File: config.mk
export PLATFORM = sky130hd
export DESIGN_NAME = lv_ctrl_fsm_mc
export DESIGN_NICKNAME = d
export VERILOG_FILES = /design/src/rtl/lv_ctrl_fsm_mc.sv
export SDC_FILE = /design/constraint.sdc
export NUM_CORES = 1
export LEC_CHECK = 0
export CAP_MARGIN = 20
export CORE_MARGIN = 5
export CORE_UTILIZATION = 39
export DETAILED_ROUTE_END_ITERATION = 8
export PLACE_DENSITY_LB_ADDON = 0.15
export SLEW_MARGIN = 20
export SYNTH_ARGS = -nofsm -noshare
export SYNTH_HDL_FRONTEND = slang
export SYNTH_SLANG_ARGS = --single-unit
export TNS_END_PERCENT = 10
File: constraint.sdc
create_clock -name i_clk -period 2.95 [get_ports i_clk]
set_input_delay 0.295 -clock i_clk [delete_from_list [all_inputs] [get_ports i_clk]]
set_output_delay 0.295 -clock i_clk [all_outputs]
set_load 0.03 [all_outputs]
File: src/rtl/lv_ctrl_fsm_mc.sv
// LV-side top control FSM: power-up, efuse load, test, normal, failsafe, fault, cfg, reset and BIST sequencing.
// Optional error-input debounce is compiled in with `define LV_FSM_ERR_DBNC_EN.
module lv_ctrl_fsm_mc #(
  parameter int                 ERR_NUM      = 14,
  parameter logic [ERR_NUM-1:0] HARD_MASK    = 14'h3FCF,
  parameter logic [ERR_NUM-1:0] COM_MASK     = 14'h0003,
  parameter int                 BIST_TMO_CYC = 65535,
  parameter int                 ACK_TMO_CYC  = 255,
  parameter int                 RETRY_MAX    = 3,
  parameter int                 DBNC_CYC     = 4
) (
  input  logic               i_clk,
  input  logic               i_rst,
  input  logic               i_pwr_on,
  input  logic               i_io_test_mode,
  input  logic               i_io_fsenb_n,
  input  logic               i_reg_efuse_vld,
  input  logic               i_reg_efuse_done,
  input  logic               i_reg_nml_en,
  input  logic               i_reg_cfg_en,
  input  logic               i_reg_rst_en,
  input  logic               i_reg_bist_en,
  input  logic [ERR_NUM-1:0] i_err,
  input  logic [ERR_NUM-1:0] i_err_clr,
  output logic               o_efuse_load_req,
  input  logic               i_efuse_load_done,
  output logic               o_owt_tx_req,
  input  logic               i_owt_rx_ack,
  output logic               o_pwm_en,
  output logic               o_fsc_en,
  output logic               o_wdg_scan_en,
  output logic               o_spi_en,
  output logic               o_owt_com_en,
  output logic               o_cfg_st_reg_en,
  output logic               o_test_st_reg_en,
  output logic               o_bist_en,
  output logic               o_intb_n,
  output logic [3:0]         o_fsm_st,
  output logic [ERR_NUM-1:0] o_err_sticky,
  output logic               o_bist_tmo,
  output logic               o_owt_tx_fail
);

  typedef enum logic [3:0] {
    PWR_DWN_ST  = 4'd0,
    WAIT_ST     = 4'd1,
    TEST_ST     = 4'd2,
    NML_ST      = 4'd3,
    FAILSAFE_ST = 4'd4,
    FAULT_ST    = 4'd5,
    CFG_ST      = 4'd6,
    RST_ST      = 4'd7,
    BIST_ST     = 4'd8
  } lv_st_e;

  localparam int BIST_W = $clog2(BIST_TMO_CYC + 1);
  localparam int ACK_W  = $clog2(ACK_TMO_CYC + 1);
  localparam int ATT_W  = $clog2(RETRY_MAX + 1);
  localparam logic [BIST_W-1:0] BIST_LAST = BIST_W'(BIST_TMO_CYC);
  localparam logic [ACK_W-1:0]  ACK_LAST  = ACK_W'(ACK_TMO_CYC - 1);
  localparam logic [ATT_W-1:0]  ATT_LAST  = ATT_W'(RETRY_MAX - 1);

  lv_st_e              st_r;
  lv_st_e              st_nxt_s;
  logic [ERR_NUM-1:0]  err_s;
  logic                any_s;
  logic                hard_s;
  logic                com_s;
  logic                pd_s;
  logic                bist_tmo_hit_s;
  logic [BIST_W-1:0]   bist_cnt_r;
  logic [ACK_W-1:0]    ack_cnt_r;
  logic [ATT_W-1:0]    att_cnt_r;
  logic                retry_r;
  logic                owt_req_r;
  logic                owt_fail_r;
  logic                efuse_req_r;
  logic                pwm_en_r;
  logic                fsc_en_r;
  logic                wdg_scan_en_r;
  logic                spi_en_r;
  logic                cfg_st_reg_en_r;
  logic                test_st_reg_en_r;
  logic                bist_en_r;
  logic                intb_n_r;
  logic                bist_tmo_r;
  logic [ERR_NUM-1:0]  err_sticky_r;

`ifdef LV_FSM_ERR_DBNC_EN
  localparam int DB_W = $clog2(DBNC_CYC + 1);
  localparam logic [DB_W-1:0] DB_LAST = DB_W'(DBNC_CYC - 1);

  logic [DB_W-1:0] dbnc_cnt_r [ERR_NUM];

  // Per-bit run-length counter of consecutive high raw samples, saturating at DBNC_CYC-1.
  always_ff @(posedge i_clk) begin
    for (int i = 0; i < ERR_NUM; i++) begin
      if (i_rst) begin
        dbnc_cnt_r[i] <= {DB_W{1'b0}};
      end else if (!i_err[i]) begin
        dbnc_cnt_r[i] <= {DB_W{1'b0}};
      end else if (dbnc_cnt_r[i] != DB_LAST) begin
        dbnc_cnt_r[i] <= dbnc_cnt_r[i] + DB_W'(1);
      end else begin
        dbnc_cnt_r[i] <= dbnc_cnt_r[i];
      end
    end
  end

  // Filtered error rises on the DBNC_CYC-th high sample and drops with the first low one.
  always_comb begin
    err_s = {ERR_NUM{1'b0}};
    for (int i = 0; i < ERR_NUM; i++) begin
      err_s[i] = i_err[i] && (dbnc_cnt_r[i] == DB_LAST);
    end
  end
`else
  // Transparent filter; an illegal DBNC_CYC of 0 masks every error input.
  assign err_s = i_err & {ERR_NUM{DBNC_CYC > 0}};
`endif

  assign any_s  = |err_s;
  assign hard_s = |(err_s & HARD_MASK);
  assign com_s  = |(err_s & COM_MASK);
  assign pd_s   = (st_r == PWR_DWN_ST) || (st_nxt_s == PWR_DWN_ST);

  // Next-state selection; loss of power overrides every state-local transition.
  always_comb begin
    st_nxt_s       = st_r;
    bist_tmo_hit_s = 1'b0;
    if ((st_r != PWR_DWN_ST) && !i_pwr_on) begin
      st_nxt_s = PWR_DWN_ST;
    end else begin
      case (st_r)
        PWR_DWN_ST: begin
          if (i_pwr_on) st_nxt_s = WAIT_ST;
          else          st_nxt_s = PWR_DWN_ST;
        end
        WAIT_ST: begin
          if (i_io_test_mode || (i_efuse_load_done && !i_reg_efuse_vld))
            st_nxt_s = TEST_ST;
          else if (i_reg_nml_en && i_reg_efuse_vld && !com_s && !i_io_fsenb_n)
            st_nxt_s = FAILSAFE_ST;
          else if (i_reg_nml_en && i_reg_efuse_vld && !com_s)
            st_nxt_s = NML_ST;
          else
            st_nxt_s = WAIT_ST;
        end
        TEST_ST: begin
          if (i_reg_efuse_done && i_reg_efuse_vld) st_nxt_s = WAIT_ST;
          else                                     st_nxt_s = TEST_ST;
        end
        NML_ST: begin
          if (i_reg_cfg_en)                   st_nxt_s = CFG_ST;
          else if (!hard_s && !i_io_fsenb_n)  st_nxt_s = FAILSAFE_ST;
          else if (any_s)                     st_nxt_s = FAULT_ST;
          else                                st_nxt_s = NML_ST;
        end
        FAILSAFE_ST: begin
          if (hard_s)            st_nxt_s = FAULT_ST;
          else if (i_io_fsenb_n) st_nxt_s = NML_ST;
          else                   st_nxt_s = FAILSAFE_ST;
        end
        FAULT_ST: begin
          if (i_reg_cfg_en)                   st_nxt_s = CFG_ST;
          else if (!hard_s && !i_io_fsenb_n)  st_nxt_s = FAILSAFE_ST;
          else if (!any_s && i_io_fsenb_n)    st_nxt_s = NML_ST;
          else                                st_nxt_s = FAULT_ST;
        end
        CFG_ST: begin
          if (i_reg_rst_en)                                   st_nxt_s = RST_ST;
          else if (i_reg_cfg_en)                              st_nxt_s = CFG_ST;
          else if (i_reg_bist_en && !hard_s && i_io_fsenb_n)  st_nxt_s = BIST_ST;
          else if (any_s)                                     st_nxt_s = FAULT_ST;
          else if (!i_io_fsenb_n)                             st_nxt_s = FAILSAFE_ST;
          else                                                st_nxt_s = NML_ST;
        end
        RST_ST: begin
          if (!i_reg_rst_en) st_nxt_s = WAIT_ST;
          else               st_nxt_s = RST_ST;
        end
        BIST_ST: begin
          if (bist_cnt_r == BIST_LAST) begin
            st_nxt_s       = FAULT_ST;
            bist_tmo_hit_s = 1'b1;
          end else if (!i_reg_bist_en) begin
            st_nxt_s = CFG_ST;
          end else begin
            st_nxt_s = BIST_ST;
          end
        end
        default: st_nxt_s = PWR_DWN_ST;
      endcase
    end
  end

  // State register.
  always_ff @(posedge i_clk) begin
    if (i_rst) st_r <= PWR_DWN_ST;
    else       st_r <= st_nxt_s;
  end

  // BIST residency counter: holds the number of cycles spent in BIST including the current one.
  always_ff @(posedge i_clk) begin
    if (i_rst || (st_nxt_s != BIST_ST)) begin
      bist_cnt_r <= {BIST_W{1'b0}};
    end else if (st_r != BIST_ST) begin
      bist_cnt_r <= BIST_W'(1);
    end else begin
      bist_cnt_r <= bist_cnt_r + BIST_W'(1);
    end
  end

  // Datapath enables and interrupt, registered from the next state.
  always_ff @(posedge i_clk) begin
    if (i_rst) begin
      pwm_en_r         <= 1'b0;
      fsc_en_r         <= 1'b0;
      wdg_scan_en_r    <= 1'b0;
      spi_en_r         <= 1'b0;
      cfg_st_reg_en_r  <= 1'b0;
      test_st_reg_en_r <= 1'b0;
      bist_en_r        <= 1'b0;
      intb_n_r         <= 1'b1;
    end else begin
      pwm_en_r         <= (st_nxt_s == NML_ST) || ((st_nxt_s == FAULT_ST) && !hard_s);
      fsc_en_r         <= (st_nxt_s == FAILSAFE_ST);
      wdg_scan_en_r    <= (st_nxt_s == NML_ST) || (st_nxt_s == FAILSAFE_ST) || (st_nxt_s == FAULT_ST);
      spi_en_r         <= (st_nxt_s != PWR_DWN_ST);
      cfg_st_reg_en_r  <= (st_nxt_s == CFG_ST);
      test_st_reg_en_r <= (st_nxt_s == TEST_ST);
      bist_en_r        <= (st_nxt_s == BIST_ST);
      intb_n_r         <= !((st_nxt_s == PWR_DWN_ST) || (st_nxt_s == WAIT_ST) ||
                            (st_nxt_s == FAULT_ST) || (st_nxt_s == RST_ST) ||
                            ((st_nxt_s == CFG_ST) && any_s));
    end
  end

  // Sticky status: W1C on clear, but a same-cycle error keeps the bit set.
  always_ff @(posedge i_clk) begin
    if (i_rst) begin
      err_sticky_r <= {ERR_NUM{1'b0}};
      bist_tmo_r   <= 1'b0;
    end else begin
      err_sticky_r <= (err_sticky_r & ~i_err_clr) | err_s;
      if (st_nxt_s == PWR_DWN_ST) bist_tmo_r <= 1'b0;
      else if (bist_tmo_hit_s)    bist_tmo_r <= 1'b1;
      else                        bist_tmo_r <= bist_tmo_r;
    end
  end

  // Efuse load request; load_done has priority over a same-cycle set.
  always_ff @(posedge i_clk) begin
    if (i_rst || pd_s) begin
      efuse_req_r <= 1'b0;
    end else if (i_efuse_load_done) begin
      efuse_req_r <= 1'b0;
    end else if ((st_r == WAIT_ST) && !i_io_test_mode && !i_reg_efuse_vld) begin
      efuse_req_r <= 1'b1;
    end else begin
      efuse_req_r <= efuse_req_r;
    end
  end

  // OWT tx request with per-attempt ack timeout, one-cycle low gap between retries, and give-up flag.
  always_ff @(posedge i_clk) begin
    if (i_rst || pd_s) begin
      owt_req_r  <= 1'b0;
      ack_cnt_r  <= {ACK_W{1'b0}};
      att_cnt_r  <= {ATT_W{1'b0}};
      retry_r    <= 1'b0;
      owt_fail_r <= 1'b0;
    end else if (owt_req_r) begin
      if (i_owt_rx_ack) begin
        owt_req_r <= 1'b0;
        ack_cnt_r <= {ACK_W{1'b0}};
        att_cnt_r <= {ATT_W{1'b0}};
      end else if (ack_cnt_r == ACK_LAST) begin
        owt_req_r <= 1'b0;
        ack_cnt_r <= {ACK_W{1'b0}};
        if (att_cnt_r == ATT_LAST) begin
          owt_fail_r <= 1'b1;
          att_cnt_r  <= {ATT_W{1'b0}};
        end else begin
          att_cnt_r <= att_cnt_r + ATT_W'(1);
          retry_r   <= 1'b1;
        end
      end else begin
        ack_cnt_r <= ack_cnt_r + ACK_W'(1);
      end
    end else if (retry_r) begin
      owt_req_r <= 1'b1;
      retry_r   <= 1'b0;
    end else if ((st_r == WAIT_ST) && i_reg_efuse_vld && com_s && !owt_fail_r) begin
      owt_req_r <= 1'b1;
      ack_cnt_r <= {ACK_W{1'b0}};
    end else begin
      owt_req_r <= owt_req_r;
    end
  end

  assign o_fsm_st         = st_r;
  assign o_pwm_en         = pwm_en_r;
  assign o_fsc_en         = fsc_en_r;
  assign o_wdg_scan_en    = wdg_scan_en_r;
  assign o_spi_en         = spi_en_r;
  assign o_owt_com_en     = spi_en_r;
  assign o_cfg_st_reg_en  = cfg_st_reg_en_r;
  assign o_test_st_reg_en = test_st_reg_en_r;
  assign o_bist_en        = bist_en_r;
  assign o_intb_n         = intb_n_r;
  assign o_err_sticky     = err_sticky_r;
  assign o_bist_tmo       = bist_tmo_r;
  assign o_efuse_load_req = efuse_req_r;
  assign o_owt_tx_req     = owt_req_r;
  assign o_owt_tx_fail    = owt_fail_r;

endmodule

==> impl_table.tex <==
\begin{tabular}{lr}
\hline
Metric & Value \\
\hline
\multicolumn{2}{l}{\textbf{Timing}} \\
Peak clock frequency supported by timing & 0.400 GHz \\
Period utilisation layout & between 80\% and 90\% \\
Unrepaired setup endpoints after global routing & false \\
Final clock skew & approximately 7 ps \\
Final-report setup violation count & 0 \\
TNS Setup & 0 ps \\
Final Slew Violations & 0 \\
Slew at the pin closest to its max-slew limit & between 500 and 600 ps \\
Hold Slack & between 400 and 500 ps \\
Hold Vio Cnt, Final & 0 \\
Headroom to the max-slew limit & 63.5\% \\
Fin crit period & 2500 ps \\
\multicolumn{2}{l}{\textbf{CTS}} \\
Largest buffer count on any clock path & 2 \\
Cts repair resizes & 0 \\
Clock sink count & between 50 and 60 \\
TritonCTS clock tree & done \\
Clock latency of the later-clocked register in the worst-skew pair & around 330 ps \\
Number of CTS-inserted buffers & 9 \\
Post-CTS Setup Repair Bufs & 0 \\
Buffer cell driving the clock tree root & sky130\_fd\_sc\_hd\_\_clkbuf\_8 \\
CTS H-Tree Depth & 3 \\
Reg clk slew, reported paths & roughly 70 ps \\
Count of hold-fix buffers inserted at cts & 0 \\
\multicolumn{2}{l}{\textbf{Die}} \\
Floorplan row count & 30 \\
Top-level I/O count & 72 \\
Die Y-Extent & 94.0 um \\
Area of the core & 0.00683 mm2 \\
Initial core utilization & between 40 and 50\% \\
Die area & 0.00884 mm2 \\
Horizontal die dimension & approximately 94 um \\
\multicolumn{2}{l}{\textbf{Cells and area}} \\
Post-layout utilization of the core & 56.1\% \\
Ratio of cells with drive above 1 in the final layout & roughly 9\% \\
Layout area overhead & 39.2\% \\
Diodes inserted & 0 \\
Number of nets in the final layout & roughly 450 \\
Commonest non-fill, non-tap cell in the layout & sky130\_fd\_sc\_hd\_\_clkdlybuf4s50\_1 \\
Highest-count cells in the layout ignoring fill and taps & 71 x sky130\_fd\_sc\_hd\_\_clkdlybuf4s50\_1, 57 x sky130\_fd\_sc\_hd\_\_dfxtp\_1, 51 x sky130\_fd\_sc\_hd\_\_nor2\_1 \\
\multicolumn{2}{l}{\textbf{Global routing}} \\
GRT Overall Usage & approximately 16\% \\
Via count of the first global-routing pass & about 2400 \\
Wire length of the first global-routing pass & between 10000 and 15000 um \\
Global-route congestion overflow total & 0 \\
Largest net degree at the start of global routing & 20 \\
Antenna violations before repair & 0 \\
\multicolumn{2}{l}{\textbf{Critical path}} \\
Startpoint class of the critical path & input pin \\
Crit-path cells & clkdlybuf4s50\_1, or4\_4, nor4\_2, o21ai\_1, a2111oi\_4, nor2\_2, a21boi\_2, a2bb2oi\_2 \\
Data required time of the worst path & between 3000 and 4000 ps \\
Crit path max-delay cell type & sky130\_fd\_sc\_hd\_\_or4\_4 \\
Max incr delay on CP & between 500 and 600 ps \\
Type of the worst setup path & in2reg \\
Nature of the critical path endpoint & register \\
Signal arrival time at the worst endpoint & roughly 2800 ps \\
Highest net fanout along the worst path & 7 \\
\multicolumn{2}{l}{\textbf{Pwr}} \\
Net switching power & about 470 uW \\
Cell Pwr Density & 495 mW/mm2 \\
Proportion of total power due to net switching & about a quarter \\
Power share of the sequential group & 42.8\% \\
VDD IR-drop max & around 0.00025 V \\
Leakage power figure & approximately 1.4 nW \\
Combinational Power Share & around 15\% \\
Pwr Total & roughly 1.9 mW \\
Cell internal power dissipation & 1.43 mW \\
Fraction of power consumed by the clock network & 42.3\% \\
\multicolumn{2}{l}{\textbf{Logic synthesis}} \\
Fraction of the mapped netlist area in compound gates & between 15 and 20\% \\
Largest area contributor in the synthesized netlist & sky130\_fd\_sc\_hd\_\_dfxtp\_1 \\
Top cell type's share of synthesized area & $\sim$41\% \\
Most instantiated flip-flop cell in the synthesis netlist & sky130\_fd\_sc\_hd\_\_dfxtp\_1 \\
Synthesis warning total & 0 \\
Synthesized instance count & approximately 330 \\
Area of the mapped netlist & between 0.002 and 0.003 mm2 \\
Main combinational cell family by area after synthesis & simple AND/OR/NAND/NOR gates \\
Post-synthesis async set-or-reset flop share & 0\% \\
Synth Net Count & 370 \\
Post-synth EDFFs & 0 \\
Simple-Gate Fraction of Synth Area & 28.7\% \\
Unique cell type count in the Yosys netlist & around 60 \\
Post-Syn Area per Cell & roughly 8.4 um2 \\
XOR/XNOR Fraction of Synth Area & roughly 4.8\% \\
Proportion of synthesized chip area in sequential cells & between 40\% and 50\% \\
Top cells by area, synth & sky130\_fd\_sc\_hd\_\_dfxtp\_1 41\%, sky130\_fd\_sc\_hd\_\_nor2\_1 7.0\%, sky130\_fd\_sc\_hd\_\_a21oi\_1 4.7\% \\
Fraction of synthesized area in multiplexers & 0.728\% \\
Adder-cell area share of the yosys netlist & under 10\% \\
Number of synthesized register bits & 57 \\
\multicolumn{2}{l}{\textbf{Drt}} \\
Drt first pass iters & 4 \\
Final Routed Wirelength & 6650 um \\
Wire length per cell & roughly 13 um \\
Number of design rule violations left after detail routing & 0 \\
Via count & $\sim$2600 \\
Routed vias/inst & around 5.1 \\
Violation count after the first detailed-routing iteration & 96 \\
Number of nets with antenna violations after detailed routing & 0 \\
\multicolumn{2}{l}{\textbf{Placement}} \\
Dpl hpwl & 5030 um \\
Final GP Congestion & $\sim$0.81 \\
Number of buffers inserted by port buffering & 71 \\
\multicolumn{2}{l}{\textbf{Worst hold path}} \\
Hold Crit Class & reg2reg \\
\multicolumn{2}{l}{\textbf{Outcome}} \\
Outcome & complete, no violations \\
\multicolumn{2}{l}{\textbf{Run}} \\
Max-capacitance violation count & 0 \\
\hline
\end{tabular}
==> power by group through the flow <==
stage	sequential (mW)	combinational (mW)	clock [mW]
floorplan	0.863	0.115	0
detailed placement	0.829	0.282	0
finish	0.813	0.281	0.803
global route	0.815	0.302	0.865
global placement	0.830	0.280	0
CTS	0.812	0.283	0.830
==> cell type report <==
| class | count | area [um2] |
|---|---|---|
| clock buffers | 11 | 141 |
| clock inverters | 5 | 78.8 |
| fillers | 669 | 3000 |
| inverters | 24 | 90.1 |
| multi-input cells | 236 | 1480 |
| flip-flops and latches | 57 | 1140 |
| well taps | 96 | 120 |
| repair buffers | 80 | 778 |
==> layer usage <==
metal  vias to the layer above  track usage, %  part of all wire (%)
met2                        76            22.9                    43
met3                        12            6.17                   7.6
met1                      1170            20.2                    47
met4                         0            7.70                   2.2
li1                       1314               -                     -
met5                         -               0                     0
==> critical path: cells and delay by family <==
family / cells / cell delay, ps
and+or+nand+nor: 3 / 1010
AOI/OAI and AO/OA: 4 / 1000
buffers and inverters: 1 / 450
==> registers in the layout (all words and copies together) (netlist names) <==
name	cells
ack_cnt_r	8
o_owt_tx_req	1
o_test_st_reg_en	1
o_bist_tmo	1
o_bist_en	1
o_owt_com_en	1
o_pwm_en	1
o_intb_n	1
o_err_sticky	14
o_wdg_scan_en	1
att_cnt_r	2
o_fsm_st	4
retry_r	1
o_fsc_en	1
bist_cnt_r	16
o_cfg_st_reg_en	1
o_efuse_load_req	1
o_owt_tx_fail	1
==> synth_stat cells, drive strengths merged (2+ instances only) <==
cell type	n
nand2	21
or3	3
buf	4
a21oi	27
nand4	2
nand3	13
a311oi	5
xor2	10
or4	3
a21o	2
inv	24
nor2b	5
clkbuf	5
a31oi	4
a21boi	2
nand2b	7
nor3	11
nor3b	3
and3	9
nand4bb	2
nor2	52
ha	3
a41oi	2
o2111a	2
mux2i	2
nor4b	4
a211oi	3
o21ai	6
and2	5
a41o	2
nor4	3
xnor2	5
o211ai	2
dfxtp	57
and4	2
==> cell families after synthesis <==
family,Yosys count
AOI/OAI and AO/OA,68
xor gates and xnor gates,15
adders and majority gates,3
buffers and inverters,33
DFF,57
muxes,2
and+or+nand+nor,148
==> stage by stage <==
step           setup WS (ps)  cell area [um2]  instances
2_1_floorplan            685             2750        326
3_3_place_gp             153             3610        493
3_5_place_dp             114             3610        493
4_1_cts                  471             3830        509
5_1_grt                  270             3830        509
6_report                 452             3830        509
==> final timing paths <==
kind                              startpoint          endpoint  slack, ps  cells past startpoint
worst min register to register  ack_cnt_r[4]      ack_cnt_r[4]        480                      1
worst min-delay path            ack_cnt_r[4]      ack_cnt_r[4]        480                      1
worst max register to register   o_fsm_st[2]  o_test_st_reg_en        650                      7
worst max-delay path                i_err[0]          o_intb_n        450                      8
Note: power is estimated with default switching activity, not from simulation.
